### config.mk
export PLATFORM = sky130hd
export DESIGN_NAME = q_mul_chan_sched_flat
export DESIGN_NICKNAME = d
export VERILOG_FILES = /design/src/rtl/q_mul_chan_sched_if.sv /design/src/rtl/q_mul_chan_sched.sv /design/src/flat_wrapper.sv
export SDC_FILE = /design/constraint.sdc
export NUM_CORES = 1
export LEC_CHECK = 0
export ABC_AREA = 1
export BUFFER_PORTS_ARGS = -buffer_cell sky130_fd_sc_hd__clkbuf_2
export CORE_UTILIZATION = 53
export CTS_BUF_LIST = sky130_fd_sc_hd__clkbuf_4 sky130_fd_sc_hd__clkbuf_8
export DETAILED_ROUTE_END_ITERATION = 10
export HOLD_SLACK_MARGIN = 0.03
export PLACE_DENSITY = 0.87
export SYNTH_ARGS = -nofsm -noshare
export SYNTH_HDL_FRONTEND = slang
export SYNTH_SLANG_ARGS = --single-unit
export TNS_END_PERCENT = 10
### constraint.sdc
create_clock -name clk -period 9.2 [get_ports clk]
set_input_delay 1.84 -clock clk [delete_from_list [all_inputs] [get_ports clk]]
set_output_delay 1.84 -clock clk [all_outputs]
set_load 0.005 [all_outputs]
### src/rtl/q_mul_chan_sched_if.sv
// q_mul_chan_sched_if: sample, config, multiplier and output signals of the channel scheduler
interface q_mul_chan_sched_if #(
   parameter int N_CH       = 4,
   parameter int CH_BITS    = 2,
   parameter int DATA_WIDTH = 32,
   parameter int GAIN_WIDTH = 18
);
   logic [N_CH-1:0]            s_tvalid;
   logic [N_CH-1:0]            s_tready;
   logic [N_CH*DATA_WIDTH-1:0] s_tdata;
   logic                       cfg_we;
   logic [CH_BITS-1:0]         cfg_ch;
   logic [GAIN_WIDTH-1:0]      cfg_gain;
   logic                       mul_tvalid;
   logic                       mul_tready;
   logic [DATA_WIDTH-1:0]      mul_x;
   logic [GAIN_WIDTH-1:0]      mul_gain;
   logic                       res_tvalid;
   logic                       res_tready;
   logic [DATA_WIDTH-1:0]      res_y;
   logic                       m_tvalid;
   logic                       m_tready;
   logic [DATA_WIDTH-1:0]      m_tdata;
   logic [CH_BITS-1:0]         m_tdest;
   logic                       err_tag;
   modport master (
      input  s_tvalid, s_tdata, cfg_we, cfg_ch, cfg_gain, mul_tready, res_tvalid, res_y, m_tready,
      output s_tready, mul_tvalid, mul_x, mul_gain, res_tready, m_tvalid, m_tdata, m_tdest, err_tag
   );
   modport slave (
      output s_tvalid, s_tdata, cfg_we, cfg_ch, cfg_gain, mul_tready, res_tvalid, res_y, m_tready,
      input  s_tready, mul_tvalid, mul_x, mul_gain, res_tready, m_tvalid, m_tdata, m_tdest, err_tag
   );
endinterface

### src/rtl/q_mul_chan_sched.sv
// q_mul_chan_sched: round-robin sharing of one gain multiplier across channels, with result tagging
module q_mul_chan_sched #(
   parameter int                    N_CH       = 4,
   parameter int                    CH_BITS    = 2,
   parameter int                    DATA_WIDTH = 32,
   parameter int                    GAIN_WIDTH = 18,
   parameter logic [GAIN_WIDTH-1:0] GAIN_RESET = 18'h1FFFF,
   parameter int                    TAG_DEPTH  = 2
) (
   input logic                clk,
   input logic                rst,
   q_mul_chan_sched_if.master bus
);
   localparam int PB = $clog2(TAG_DEPTH);
   logic [CH_BITS-1:0]    r_rr;
   logic [GAIN_WIDTH-1:0] r_gain [N_CH];
   logic [CH_BITS-1:0]    r_tag [TAG_DEPTH];
   logic [PB-1:0]         r_wp;
   logic [PB-1:0]         r_rp;
   logic [PB:0]           r_cnt;
   logic                  r_err;
   logic [CH_BITS-1:0]    w_grant;
   logic                  w_any;
   logic                  w_full;
   logic                  w_empty;
   logic                  w_fire;
   logic                  w_pop;
   // first requesting channel at or after the round-robin pointer; descending scan so the nearest wins
   always_comb begin
      w_grant = '0;
      for (int i = N_CH - 1; i >= 0; i--)
         if (bus.s_tvalid[(int'(r_rr) + i) % N_CH]) w_grant = CH_BITS'((int'(r_rr) + i) % N_CH);
   end
   assign w_any          = |bus.s_tvalid;
   assign w_full         = r_cnt == (PB+1)'(TAG_DEPTH);
   assign w_empty        = r_cnt == '0;
   assign bus.mul_tvalid = !rst & w_any & !w_full;
   assign bus.s_tready   = (rst | !w_any) ? '0 : N_CH'(bus.mul_tready & !w_full) << w_grant;
   assign bus.mul_x      = bus.s_tdata[w_grant*DATA_WIDTH +: DATA_WIDTH];
   assign bus.mul_gain   = r_gain[w_grant];
   assign w_fire         = bus.mul_tvalid & bus.mul_tready;
   assign bus.res_tready = !rst & bus.m_tready;
   assign bus.m_tvalid   = bus.res_tvalid;
   assign bus.m_tdata    = bus.res_y;
   assign bus.m_tdest    = w_empty ? '0 : r_tag[r_rp];
   assign w_pop          = bus.res_tvalid & bus.m_tready & !w_empty;
   assign bus.err_tag    = r_err;
   // pointer advance, tag FIFO bookkeeping and sticky orphan-result flag
   always_ff @(posedge clk or posedge rst)
      if (rst) begin
         r_rr  <= '0;
         r_wp  <= '0;
         r_rp  <= '0;
         r_cnt <= '0;
         r_err <= 1'b0;
      end else begin
         if (w_fire) begin
            r_rr <= (w_grant == CH_BITS'(N_CH - 1)) ? '0 : w_grant + 1'b1;
            r_wp <= r_wp + 1'b1;
         end
         if (w_pop) r_rp <= r_rp + 1'b1;
         r_cnt <= r_cnt + {{PB{1'b0}}, w_fire} - {{PB{1'b0}}, w_pop};
         if (bus.res_tvalid & w_empty) r_err <= 1'b1;
      end
   // tag storage needs no reset; entries are only read while the count says they are live
   always_ff @(posedge clk)
      if (w_fire) r_tag[r_wp] <= w_grant;
   // gain table, written after the read so a same-cycle issue sees the old gain
   always_ff @(posedge clk or posedge rst)
      if (rst) for (int i = 0; i < N_CH; i++) r_gain[i] <= GAIN_RESET;
      else if (bus.cfg_we && {1'b0, bus.cfg_ch} < (CH_BITS+1)'(N_CH)) r_gain[bus.cfg_ch] <= bus.cfg_gain;
endmodule

### src/flat_wrapper.sv
// flat-port wrapper written by rule: the top's interface ports become plain ports
module q_mul_chan_sched_flat 
#(
   parameter int                    N_CH       = 4,
   parameter int                    CH_BITS    = 2,
   parameter int                    DATA_WIDTH = 32,
   parameter int                    GAIN_WIDTH = 18,
   parameter logic [GAIN_WIDTH-1:0] GAIN_RESET = 18'h1FFFF,
   parameter int                    TAG_DEPTH  = 2
)
  (clk, rst, bus_s_tvalid, bus_s_tdata, bus_cfg_we, bus_cfg_ch, bus_cfg_gain, bus_mul_tready, bus_res_tvalid, bus_res_y, bus_m_tready, bus_s_tready, bus_mul_tvalid, bus_mul_x, bus_mul_gain, bus_res_tready, bus_m_tvalid, bus_m_tdata, bus_m_tdest, bus_err_tag);
  q_mul_chan_sched_if #(.N_CH(N_CH), .CH_BITS(CH_BITS), .DATA_WIDTH(DATA_WIDTH), .GAIN_WIDTH(GAIN_WIDTH)) bus_i ();
  input logic clk;
  input logic rst;
  input wire logic [$bits(bus_i.s_tvalid)-1:0] bus_s_tvalid;
  input wire logic [$bits(bus_i.s_tdata)-1:0] bus_s_tdata;
  input wire logic [$bits(bus_i.cfg_we)-1:0] bus_cfg_we;
  input wire logic [$bits(bus_i.cfg_ch)-1:0] bus_cfg_ch;
  input wire logic [$bits(bus_i.cfg_gain)-1:0] bus_cfg_gain;
  input wire logic [$bits(bus_i.mul_tready)-1:0] bus_mul_tready;
  input wire logic [$bits(bus_i.res_tvalid)-1:0] bus_res_tvalid;
  input wire logic [$bits(bus_i.res_y)-1:0] bus_res_y;
  input wire logic [$bits(bus_i.m_tready)-1:0] bus_m_tready;
  output wire logic [$bits(bus_i.s_tready)-1:0] bus_s_tready;
  output wire logic [$bits(bus_i.mul_tvalid)-1:0] bus_mul_tvalid;
  output wire logic [$bits(bus_i.mul_x)-1:0] bus_mul_x;
  output wire logic [$bits(bus_i.mul_gain)-1:0] bus_mul_gain;
  output wire logic [$bits(bus_i.res_tready)-1:0] bus_res_tready;
  output wire logic [$bits(bus_i.m_tvalid)-1:0] bus_m_tvalid;
  output wire logic [$bits(bus_i.m_tdata)-1:0] bus_m_tdata;
  output wire logic [$bits(bus_i.m_tdest)-1:0] bus_m_tdest;
  output wire logic [$bits(bus_i.err_tag)-1:0] bus_err_tag;
  assign bus_i.s_tvalid = bus_s_tvalid;
  assign bus_i.s_tdata = bus_s_tdata;
  assign bus_i.cfg_we = bus_cfg_we;
  assign bus_i.cfg_ch = bus_cfg_ch;
  assign bus_i.cfg_gain = bus_cfg_gain;
  assign bus_i.mul_tready = bus_mul_tready;
  assign bus_i.res_tvalid = bus_res_tvalid;
  assign bus_i.res_y = bus_res_y;
  assign bus_i.m_tready = bus_m_tready;
  assign bus_s_tready = bus_i.s_tready;
  assign bus_mul_tvalid = bus_i.mul_tvalid;
  assign bus_mul_x = bus_i.mul_x;
  assign bus_mul_gain = bus_i.mul_gain;
  assign bus_res_tready = bus_i.res_tready;
  assign bus_m_tvalid = bus_i.m_tvalid;
  assign bus_m_tdata = bus_i.m_tdata;
  assign bus_m_tdest = bus_i.m_tdest;
  assign bus_err_tag = bus_i.err_tag;
  q_mul_chan_sched #(.N_CH(N_CH), .CH_BITS(CH_BITS), .DATA_WIDTH(DATA_WIDTH), .GAIN_WIDTH(GAIN_WIDTH), .GAIN_RESET(GAIN_RESET), .TAG_DEPTH(TAG_DEPTH)) u_core (.clk(clk), .rst(rst), .bus(bus_i));
endmodule
==> metrics.yaml, run 1 <==
status: "finished clean"
hold_buffers: 0
synth.net_count: 1169
grtUsageTotal_pct: 27.2
timing.rr.end: "u_core.r_rr[1]$_DFFE_PP0P_"
syn_area_per_cell_um2: 6.41
hold_path_class: "reg2reg"
drt-total-wl_um: 16500
crit_arrival_ns: 4.35
leakagePower_nw: 4.41
regArea_um2: 2180
drt-pass1-iter-count: 5
critPathMaxFanout: 105
seq_area_frac_synth_pct: 34.9
clock_path_buffers: 2
hold_violations: 0
die_h_um: 111
fin_nets: 1315
gp_congestion: 0.883
io_pins: 282
multiInputGateArea_um2: 2620
syn_area_um2: 6260
wire_per_inst_um: 13.0
vdd_drop_max_mv: 0.551
worst_pin_slew_ns: 1.10
synth-main-ff-cell: "dfstp_2"
r2r_cells: 10
postCtsResizedCells: 0
hold_end: "u_core.bus.err_tag$_DFFE_PP0P_"
clock_sinks: 83
required_ns: 7.36
crit_path_start_kind: "input pin"
postCtsSetupBuffers: 0
nFillCells: 1129
ys_ff_latch: 83
final_util_pct: 63.1
rrSetupSlack_ns: 6.17
antenna_found_initial: 2
area_delta_synth_final_pct: 15.6
place_inst: 1254
rsz0062_at_grt: "false"
relSlewSlack_pct: 26.2
critPathKind: "in2out"
fmaxAchievable_mhz: 162
yosysMostFrequentCell: "nand2_1"
synthTopCellsByCount: "nand2_1 (245), inv_1 (234), nand3_1 (210)"
synth_top_area_share_pct: 28.5
synth_top_cell_by_area: "dfstp_2"
totalPowerFinal_mw: 2.51
ys_types: 28
drc: 0
port_buffers: 217
tns_ns: 0
final_cells: 1272
die_w_um: 111
finalMaxSlewViolations: 0
clk_latency_ns: 0.35
cts_tree: "done"
via_per_inst: 4.98
start_util_pct: 54.6
drt_iter0_drc: 484
fin_crit_ns: 6.19
yosysWarnings: 0
via_count: 6331
ant_nets: 0
grt_pass1_wl_um: 27100
rows: 39
numCtsBuffers: 9
h-tree-depth: 3
cellPowerDensity_nw_per_um2: 347
cp-end-kind: "output port"
period_share_pct: 67.3
hpwl_um: 11600
die-area_um2: 12200
synth_edf_count: 4
holdCritStartpoint: "u_core.bus.err_tag$_DFFE_PP0P_"
grt_max_degree: 106
syn_inst: 976
ys_async_sr_fraction_pct: 95.2
grt_pass1_vias: 5753
finalSetupViolCount: 0
drive_gt1_share_pct: 28.7
hold_depth: 1
path_clk_slew_ns: 0.09
root_buffer: "clkbuf_8"
synth.area.top_cells: "dfstp_2 (29%), nand3_1 (17%), nand2_1 (15%)"
r2r_start: "u_core.r_rr[0]$_DFFE_PP0P_"
skew_ns: 0.00813
core_area_um2: 11500
overflow: 0
maxCapViolCount: 0
==> cell families after synthesis <==
kind of cell	share of synthesized area [%]
AO/OA/AOI/OAI	7.00
buffers and inverters	23.6
AND/OR/NAND/NOR	33.4
flip-flops	34.9
XOR/XNOR	0.560
adder cells (fa/ha/maj)	0.600
==> layout make-up <==
type	count	share of cell area, %
clock inverter	5	0.796
multi-input combinational	566	36.2
timing repair buffer	225	15.8
inverter	237	12.3
clock buffer	11	2.09
antenna	2	0.0692
tap	143	2.47
sequential	83	30.2
==> placed cells by master, fill, tap and decap left out, drive strengths merged <==
cell type	Yosys	final
nand3	212	212
nand2	249	249
edfxtp	4	4
o21ai	76	76
a21o	1	1
nand2b	1	1
xor2	2	2
nand3b	1	1
xnor2	2	2
inv	237	239
a31oi	1	1
buf	78	8
nor3	2	2
dfrtp	11	11
ha	3	3
and2	1	1
nor2	10	10
bufinv	0	1
a21oi	5	5
diode	0	2
clkinv	0	1
clkbuf	12	228
clkinvlp	0	1
dfstp	68	68
==> layer usage <==
| layer | routed length, µm | vias up | global-route usage (%) | part of all wire, % |
|---|---|---|---|---|
| met1 | 7040 | 2797 | 36.5 | 43 |
| li1 | - | 3218 | - | - |
| met3 | 1590 | 26 | 7.65 | 9.6 |
| met2 | 7680 | 290 | 43.6 | 46 |
| met4 | 231 | 0 | 6.58 | 1.4 |
| met5 | 0 | - | 0 | 0 |
==> registers in the layout (all words and copies together) (netlist names) <==
register / flops
u_core.r_gain: 72
u_core.r_tag: 4
u_core.r_cnt: 2
u_core.r_rr: 2
u_core.bus.err_tag: 1
u_core.r_rp: 1
u_core.r_wp: 1
==> critical path, stage by stage <==
cell and delay [ns]:
clkbuf_2 0.09, inv_1 0.08, nand2_1 0.08, nand3_1 0.14
o21ai_1 0.08, inv_1 0.11, nand3_4 0.37, nand2_4 0.18
buf_4 0.79, inv_1 0.22, nand2_1 0.14, nor2_1 0.05
clkbuf_2 0.14
==> report_power, final <==
part           switching (mW)  internal [mW]  total, mW  leakage, nW
Sequential             0.0419          0.476      0.518        0.879
Combinational            1.09          0.636       1.72         3.42
Clock                   0.129          0.141      0.270        0.106
Total                    1.26           1.25       2.51         4.41
==> how the worst max path moves through the flow <==
stage	slack [ns]	cells past startpoint	end	start
after floorplan	2.91	7	bus_s_tready[0]	rst
final	3.01	13	bus_s_tready[0]	bus_s_tvalid[1]
after CTS	3.02	12	bus_s_tready[1]	bus_s_tvalid[1]
after detailed placement	3.03	12	bus_s_tready[1]	bus_s_tvalid[1]
after global routing	2.67	13	bus_s_tready[0]	bus_s_tvalid[1]
after global placement	3.07	12	bus_s_tready[1]	bus_s_tvalid[3]
==> through the flow <==
step	worst slack, ns	hold WS, ns	instance area, µm²
detailed placement	3.03	0.450	7020
floorplan	2.91	0.451	6260
global route	2.67	0.506	7230
CTS	3.02	0.470	7230
global placement	3.07	0.441	7020
finish	3.01	0.469	7230
Power figures use the tool's default switching activity.
==> inputs of run 2 (changes only) <==
--- a/config.mk
+++ b/config.mk
@@ -7,11 +7,11 @@
 export LEC_CHECK = 0
 export ABC_AREA = 1
 export BUFFER_PORTS_ARGS = -buffer_cell sky130_fd_sc_hd__clkbuf_2
-export CORE_UTILIZATION = 53
+export CORE_UTILIZATION = 49
 export CTS_BUF_LIST = sky130_fd_sc_hd__clkbuf_4 sky130_fd_sc_hd__clkbuf_8
 export DETAILED_ROUTE_END_ITERATION = 10
 export HOLD_SLACK_MARGIN = 0.03
-export PLACE_DENSITY = 0.87
+export PLACE_DENSITY = 0.81
 export SYNTH_ARGS = -nofsm -noshare
 export SYNTH_HDL_FRONTEND = slang
 export SYNTH_SLANG_ARGS = --single-unit
==> constraint.sdc (replaced) <==
create_clock -name clk -period 6.2 [get_ports clk]
set_input_delay 1.24 -clock clk [delete_from_list [all_inputs] [get_ports clk]]
set_output_delay 1.24 -clock clk [all_outputs]
set_load 0.005 [all_outputs]
==> metrics.yaml, run 2 (synthesized netlist as in run 1, its figures left out) <==
drt-pass1-iter-count: 4  # was 5
wire_per_inst_um: 12.8  # was 13.0 µm
postCtsResizedCells: 0  # unchanged
crit_path_start_kind: "input pin"  # unchanged
drc: 0  # unchanged
fin_crit_ns: 4.84
h-tree-depth: 3  # unchanged
grtUsageTotal_pct: 25.0  # was 27.2%
port_buffers: 217  # unchanged
fmaxAchievable_mhz: 207
grt_pass1_wl_um: 26000  # was 27100 µm
status: "finished clean"  # unchanged
start_util_pct: 51.2  # was 54.6%
seqPwrFrac_pct: 20.7  # was 20.6%
setup_slack_ns: 1.36  # was 3.01 ns
antenna_found_initial: 3  # was 2
critPathKind: "in2out"  # unchanged
skew_ns: 0.0113  # was 0.00813 ns
hold_buffers: 0  # unchanged
diodes: 0  # was 2
core_area_um2: 12200  # was 11500 µm²
period_share_pct: 78.1
post-place-ws_ns: 1.36  # was 3.03 ns
final_cells: 1294  # was 1272
die-area_um2: 13200  # was 12200 µm²
root_buffer: "clkbuf_8"  # unchanged
relSlewSlack_pct: 25.3  # was 26.2%
final_area_um2: 7240  # was 7230 µm²
hpwl_um: 11400  # was 11600 µm
leakagePower_nw: 4.39  # was 4.41 nW
place_inst: 1278  # was 1254
worst_pin_slew_ns: 1.12  # was 1.10 ns
placed_area_um2: 7040  # was 7020 µm²
p_sw_mw: 1.87  # was 1.26 mW
drt_iter0_drc: 500  # was 484
postCtsSetupBuffers: 0  # unchanged
area_delta_synth_final_pct: 15.7  # was 15.6%
reg.largest.list: "u_core.r_gain (72), u_core.r_tag (4)"  # unchanged
clk_latency_ns: 0.37  # was 0.35 ns
pwr-share-comb_pct: 68.8  # was 68.6%
hold_violations: 0  # unchanged
hold_slack_ns: 0.482  # was 0.469 ns
die_w_um: 115  # was 111 µm
final_util_pct: 59.3  # was 63.1%
hold_path_class: "reg2reg"  # unchanged
internal-power_mw: 1.84  # was 1.25 mW
numCtsBuffers: 9  # unchanged
fin_nets: 1314  # was 1315
mostFrequentLayoutCell: "nand2_1"  # unchanged
die_h_um: 115  # was 111 µm
via_count: 6264  # was 6331
finalMaxSlewViolations: 0  # unchanged
required_ns: 4.96  # was 7.36 ns
crit_arrival_ns: 3.60  # was 4.35 ns
gp_congestion: 0.856  # was 0.883
final_cell_mix: "nand2_1 (245), inv_1 (233), clkbuf_2 (217)"  # unchanged
rows: 40  # was 39
cp-end-kind: "output port"  # unchanged
clock_path_buffers: 2  # unchanged
rsz0062_at_grt: "false"  # unchanged
drt-total-wl_um: 16600  # was 16500 µm
p_clk_share_pct: 10.5  # was 10.7%
critPathMaxFanout: 105  # unchanged
largest_register_ffs: 72  # unchanged
top_register: "u_core.r_gain"  # unchanged
maxCapViolCount: 0  # unchanged
io_pins: 282  # unchanged
swShare_pct: 50.3  # was 50.1%
drive_gt1_share_pct: 28.7  # about the same
totalPowerFinal_mw: 3.71  # was 2.51 mW
overflow: 0  # unchanged
via_per_inst: 4.84  # was 4.98
tns_ns: 0  # unchanged
cellPowerDensity_nw_per_um2: 512  # was 347 nW/µm²
grt_pass1_vias: 5434  # was 5753
vdd_drop_max_mv: 0.519  # was 0.551 mV
ant_nets: 0  # unchanged
finalSetupViolCount: 0  # unchanged
path_clk_slew_ns: 0.09  # about the same
grt_max_degree: 106  # unchanged
cts_tree: "done"  # unchanged
clock_sinks: 83  # unchanged
==> run 2: critical path, stage by stage <==
cell and delay, ns:
clkbuf_2 0.08, inv_1 0.08, nand2_1 0.10, nand2_2 0.15, o21ai_1 0.07, inv_1 0.11, nand3_4 0.29, nand2_4 0.93
inv_1 0.20, nor3_1 0.19, clkbuf_2 0.14
==> run 2: path summary, 6_finish.rpt <==
kind	from	endpoint	slack (ns)	depth (start not counted)
setup / recovery	bus_s_tvalid[3]	bus_s_tready[1]	1.36	11
hold reg to reg	u_core.bus.err_tag$_DFFE_PP0P_	u_core.bus.err_tag$_DFFE_PP0P_	0.48	1
hold / removal	u_core.bus.err_tag$_DFFE_PP0P_	u_core.bus.err_tag$_DFFE_PP0P_	0.48	1
setup reg to reg	u_core.r_rr[0]$_DFFE_PP0P_	u_core.r_rr[1]$_DFFE_PP0P_	3.26	9
min in group asynchronous	rst	u_core.r_rr[0]$_DFFE_PP0P_	1.18	3
max in group asynchronous	rst	u_core.r_gain[17]$_DFFE_PP0P_	4.40	3
==> run 2: power by group through the flow <==
stage | clock network (mW) | registers (mW) | logic (mW)
finish | 0.389 | 0.768 | 2.55
global route | 0.421 | 0.785 | 2.87
CTS | 0.399 | 0.768 | 2.57
detailed placement | 0 | 0.776 | 2.55
global placement | 0 | 0.772 | 2.51
floorplan | 0 | 0.753 | 1.83
==> run 2: final cells by class <==
class | count | area, µm²
Inverter | 237 | 890
Sequential cell | 83 | 2180
Clock buffer | 10 | 131
Timing Repair Buffer | 224 | 1140
Tap cell | 168 | 210
Multi-Input combinational cell | 566 | 2620
Clock inverter | 6 | 66.3
Fill cell | 1257 | 4970
==> run 2: per-layer routing <==
metal / wire length (µm) / up-vias / global-route usage [%]
li1: - / 3215 / -
met1: 7190 / 2781 / 32.4
met2: 7570 / 223 / 39.8
met3: 1390 / 39 / 6.59
met4: 406 / 6 / 9.87
met5: 40 / - / 0
==> inputs of run 3 (changes only) <==
--- a/config.mk
+++ b/config.mk
@@ -7,11 +7,11 @@
 export LEC_CHECK = 0
 export ABC_AREA = 1
 export BUFFER_PORTS_ARGS = -buffer_cell sky130_fd_sc_hd__clkbuf_2
-export CORE_UTILIZATION = 49
+export CORE_UTILIZATION = 45
 export CTS_BUF_LIST = sky130_fd_sc_hd__clkbuf_4 sky130_fd_sc_hd__clkbuf_8
 export DETAILED_ROUTE_END_ITERATION = 10
 export HOLD_SLACK_MARGIN = 0.03
-export PLACE_DENSITY = 0.81
+export PLACE_DENSITY = 0.78
 export SYNTH_ARGS = -nofsm -noshare
 export SYNTH_HDL_FRONTEND = slang
 export SYNTH_SLANG_ARGS = --single-unit
==> constraint.sdc (replaced) <==
create_clock -name clk -period 4.2 [get_ports clk]
set_input_delay 0.84 -clock clk [delete_from_list [all_inputs] [get_ports clk]]
set_output_delay 0.84 -clock clk [all_outputs]
set_load 0.005 [all_outputs]
==> metrics.yaml, run 3 (synthesized netlist as in run 1, its figures left out) <==
via_per_inst: 4.81  # was 4.84
r2r_cells: 12  # was 9
mostFrequentLayoutCell: "nand2_1"  # unchanged
worst_pin_slew_ns: 1.16  # was 1.12 ns
drc: 0  # unchanged
ant_nets: 0  # unchanged
setup_slack_ns: 0.750  # was 1.36 ns
cellPowerDensity_nw_per_um2: 756  # was 512 nW/µm²
clk_latency_ns: 0.35  # was 0.37 ns
skew_ns: 0.000511  # was 0.0113 ns
h-tree-depth: 3  # unchanged
core_area_um2: 13400  # was 12200 µm²
rsz0062_at_grt: "false"  # unchanged
clock_sinks: 83  # unchanged
final_util_pct: 54.7  # was 59.3%
hpwl_um: 11600  # was 11400 µm
timing.rr.end: "u_core.r_rr[1]$_DFFE_PP0P_"  # unchanged
vdd_drop_max_mv: 0.416  # was 0.519 mV
rrSetupSlack_ns: 1.88  # was 3.26 ns
final_cell_mix: "nand2_1 (245), inv_1 (233), clkbuf_2 (217)"  # unchanged
drive_gt1_share_pct: 29.0  # was 28.7%
largest_register_ffs: 72  # unchanged
crit_family: "buffers and inverters"  # was simple AND/OR/NAND/NOR gates
crit_path_start_kind: "flip-flop"  # was input pin
leakagePower_nw: 4.44  # was 4.39 nW
holdCritStartpoint: "u_core.bus.err_tag$_DFFE_PP0P_"  # unchanged
die_w_um: 120  # was 115 µm
crit_buf_inv: 3  # was 5
grt_pass1_wl_um: 26300  # was 26000 µm
grt_pass1_vias: 5546  # was 5434
grt_max_degree: 101  # was 106
die_h_um: 120  # was 115 µm
wire_per_inst_um: 12.5  # was 12.8 µm
drt_iter0_drc: 469  # was 500
io_pins: 282  # unchanged
gp_congestion: 0.910  # was 0.856
status: "finished clean"  # unchanged
area_delta_synth_final_pct: 17.2  # was 15.7%
critPathMostFrequentCell: "nand2_1"  # was inv_1
root_buffer: "clkbuf_8"  # unchanged
hold_violations: 0  # unchanged
overflow: 0  # unchanged
postCtsSetupBuffers: 0  # unchanged
finalMaxSlewViolations: 0  # unchanged
r2r_start: "u_core.r_rr[0]$_DFFE_PP0P_"  # unchanged
startpoint: "u_core.r_rr[0]$_DFFE_PP0P_"  # was bus_s_tvalid[3]
reg.largest.list: "u_core.r_gain (72), u_core.r_tag (4)"  # unchanged
start_util_pct: 46.7  # was 51.2%
fmaxAchievable_mhz: 290
postCtsResizedCells: 0  # unchanged
clock_path_buffers: 2  # unchanged
drt-pass1-iter-count: 4  # unchanged
top_register: "u_core.r_gain"  # unchanged
rows: 42  # was 40
drt-total-wl_um: 16400  # was 16600 µm
diodes: 0  # unchanged
crit_arrival_ns: 2.61  # was 3.60 ns
hold_path_class: "reg2reg"  # unchanged
port_buffers: 217  # unchanged
slowest_stage: "dfrtp_1"  # was nand2_4
hold_end: "u_core.bus.err_tag$_DFFE_PP0P_"  # unchanged
crit_chain: "inv_2, nand2_1, nand2_1, nand3b_1, a31oi_4, buf_4, nand3_1, nand2_1, clkbuf_2"  # was clkbuf_2, inv_1, nand2_1, nand2_2, o21ai_1, inv_1, nand3_4, nand2_4, inv_1, nor3_1, clkbuf_2
final_area_um2: 7340  # was 7240 µm²
cts_tree: "done"  # unchanged
die-area_um2: 14400  # was 13200 µm²
grtUsageTotal_pct: 22.7  # was 25.0%
fin_nets: 1319  # was 1314
tns_ns: 0  # unchanged
required_ns: 3.36  # was 4.96 ns
hold_buffers: 0  # unchanged
post-place-ws_ns: 0.804  # was 1.36 ns
cp-end-kind: "output port"  # unchanged
critPathMaxFanout: 30  # was 105
path_clk_slew_ns: 0.08  # was 0.09 ns
period_share_pct: 82.1
placed_area_um2: 7140  # was 7040 µm²
numCtsBuffers: 9  # unchanged
via_count: 6287  # was 6264
maxCapViolCount: 0  # unchanged
crit_path_max_incr_delay_ns: 0.57  # was 0.93 ns
relSlewSlack_pct: 22.6  # was 25.3%
finalSetupViolCount: 0  # unchanged
antenna_found_initial: 1  # was 3
fin_crit_ns: 3.45
critPathKind: "reg2out"  # was in2out
hold_depth: 1  # unchanged
[run 3: cell types whose count changed in the layout (fill, tap and decap cells not counted)]
cell,delta
inv_4,-1
buf_12,+4
clkinv_4,-1
clkinv_2,+2
clkbuf_4,+1
buf_4,+1
inv_2,-1
[run 3: worst reg2reg max path, delay by kind of cell, from the launching register on]
kind	cells	cell delay (ns)
buf+inv	3	0.47
compound gates	2	0.19
flops	1	0.57
simple gates	6	0.71
fa+ha+maj	1	0.26
[run 3: worst max path at each step]
stage	end	cells past startpoint
after global routing	bus_mul_x[1]	9
final	bus_mul_x[1]	9
after global placement	bus_mul_x[29]	10
after detailed placement	bus_mul_x[29]	10
after floorplan	bus_s_tready[0]	7
after CTS	bus_mul_x[29]	9
[run 3: power by group]
part	leakage [nW]	switching (mW)	internal [mW]
Combinational	3.46	2.36	1.49
Sequential	0.879	0.0937	1.04
Clock	0.104	0.276	0.286
[run 3: cell type report]
type	count	area, µm²
fill	1308	6060
inverter	237	893
multi-input combinational	566	2620
timing repair buffer	229	1230
clock buffer	11	139
sequential	83	2180
clock inverter	5	53.8
tap	176	220
[run 3: through the flow]
step,cells,power (mW),hold WS [ns]
final,1307,5.54,0.470
after global routing,1307,6.10,0.494
after CTS,1307,5.60,0.480
after detailed placement,1291,5.02,0.461
after global placement,1291,4.97,0.457
after floorplan,976,3.82,0.451
[run 3: layer usage]
| layer | global-route usage, % | vias to the layer above | wire [µm] |
|---|---|---|---|
| met5 | 0 | - | 13 |
| met4 | 7.66 | 2 | 393 |
| met3 | 5.80 | 32 | 1180 |
| met2 | 37.2 | 235 | 7820 |
| met1 | 29.0 | 2792 | 6980 |
| li1 | - | 3226 | - |
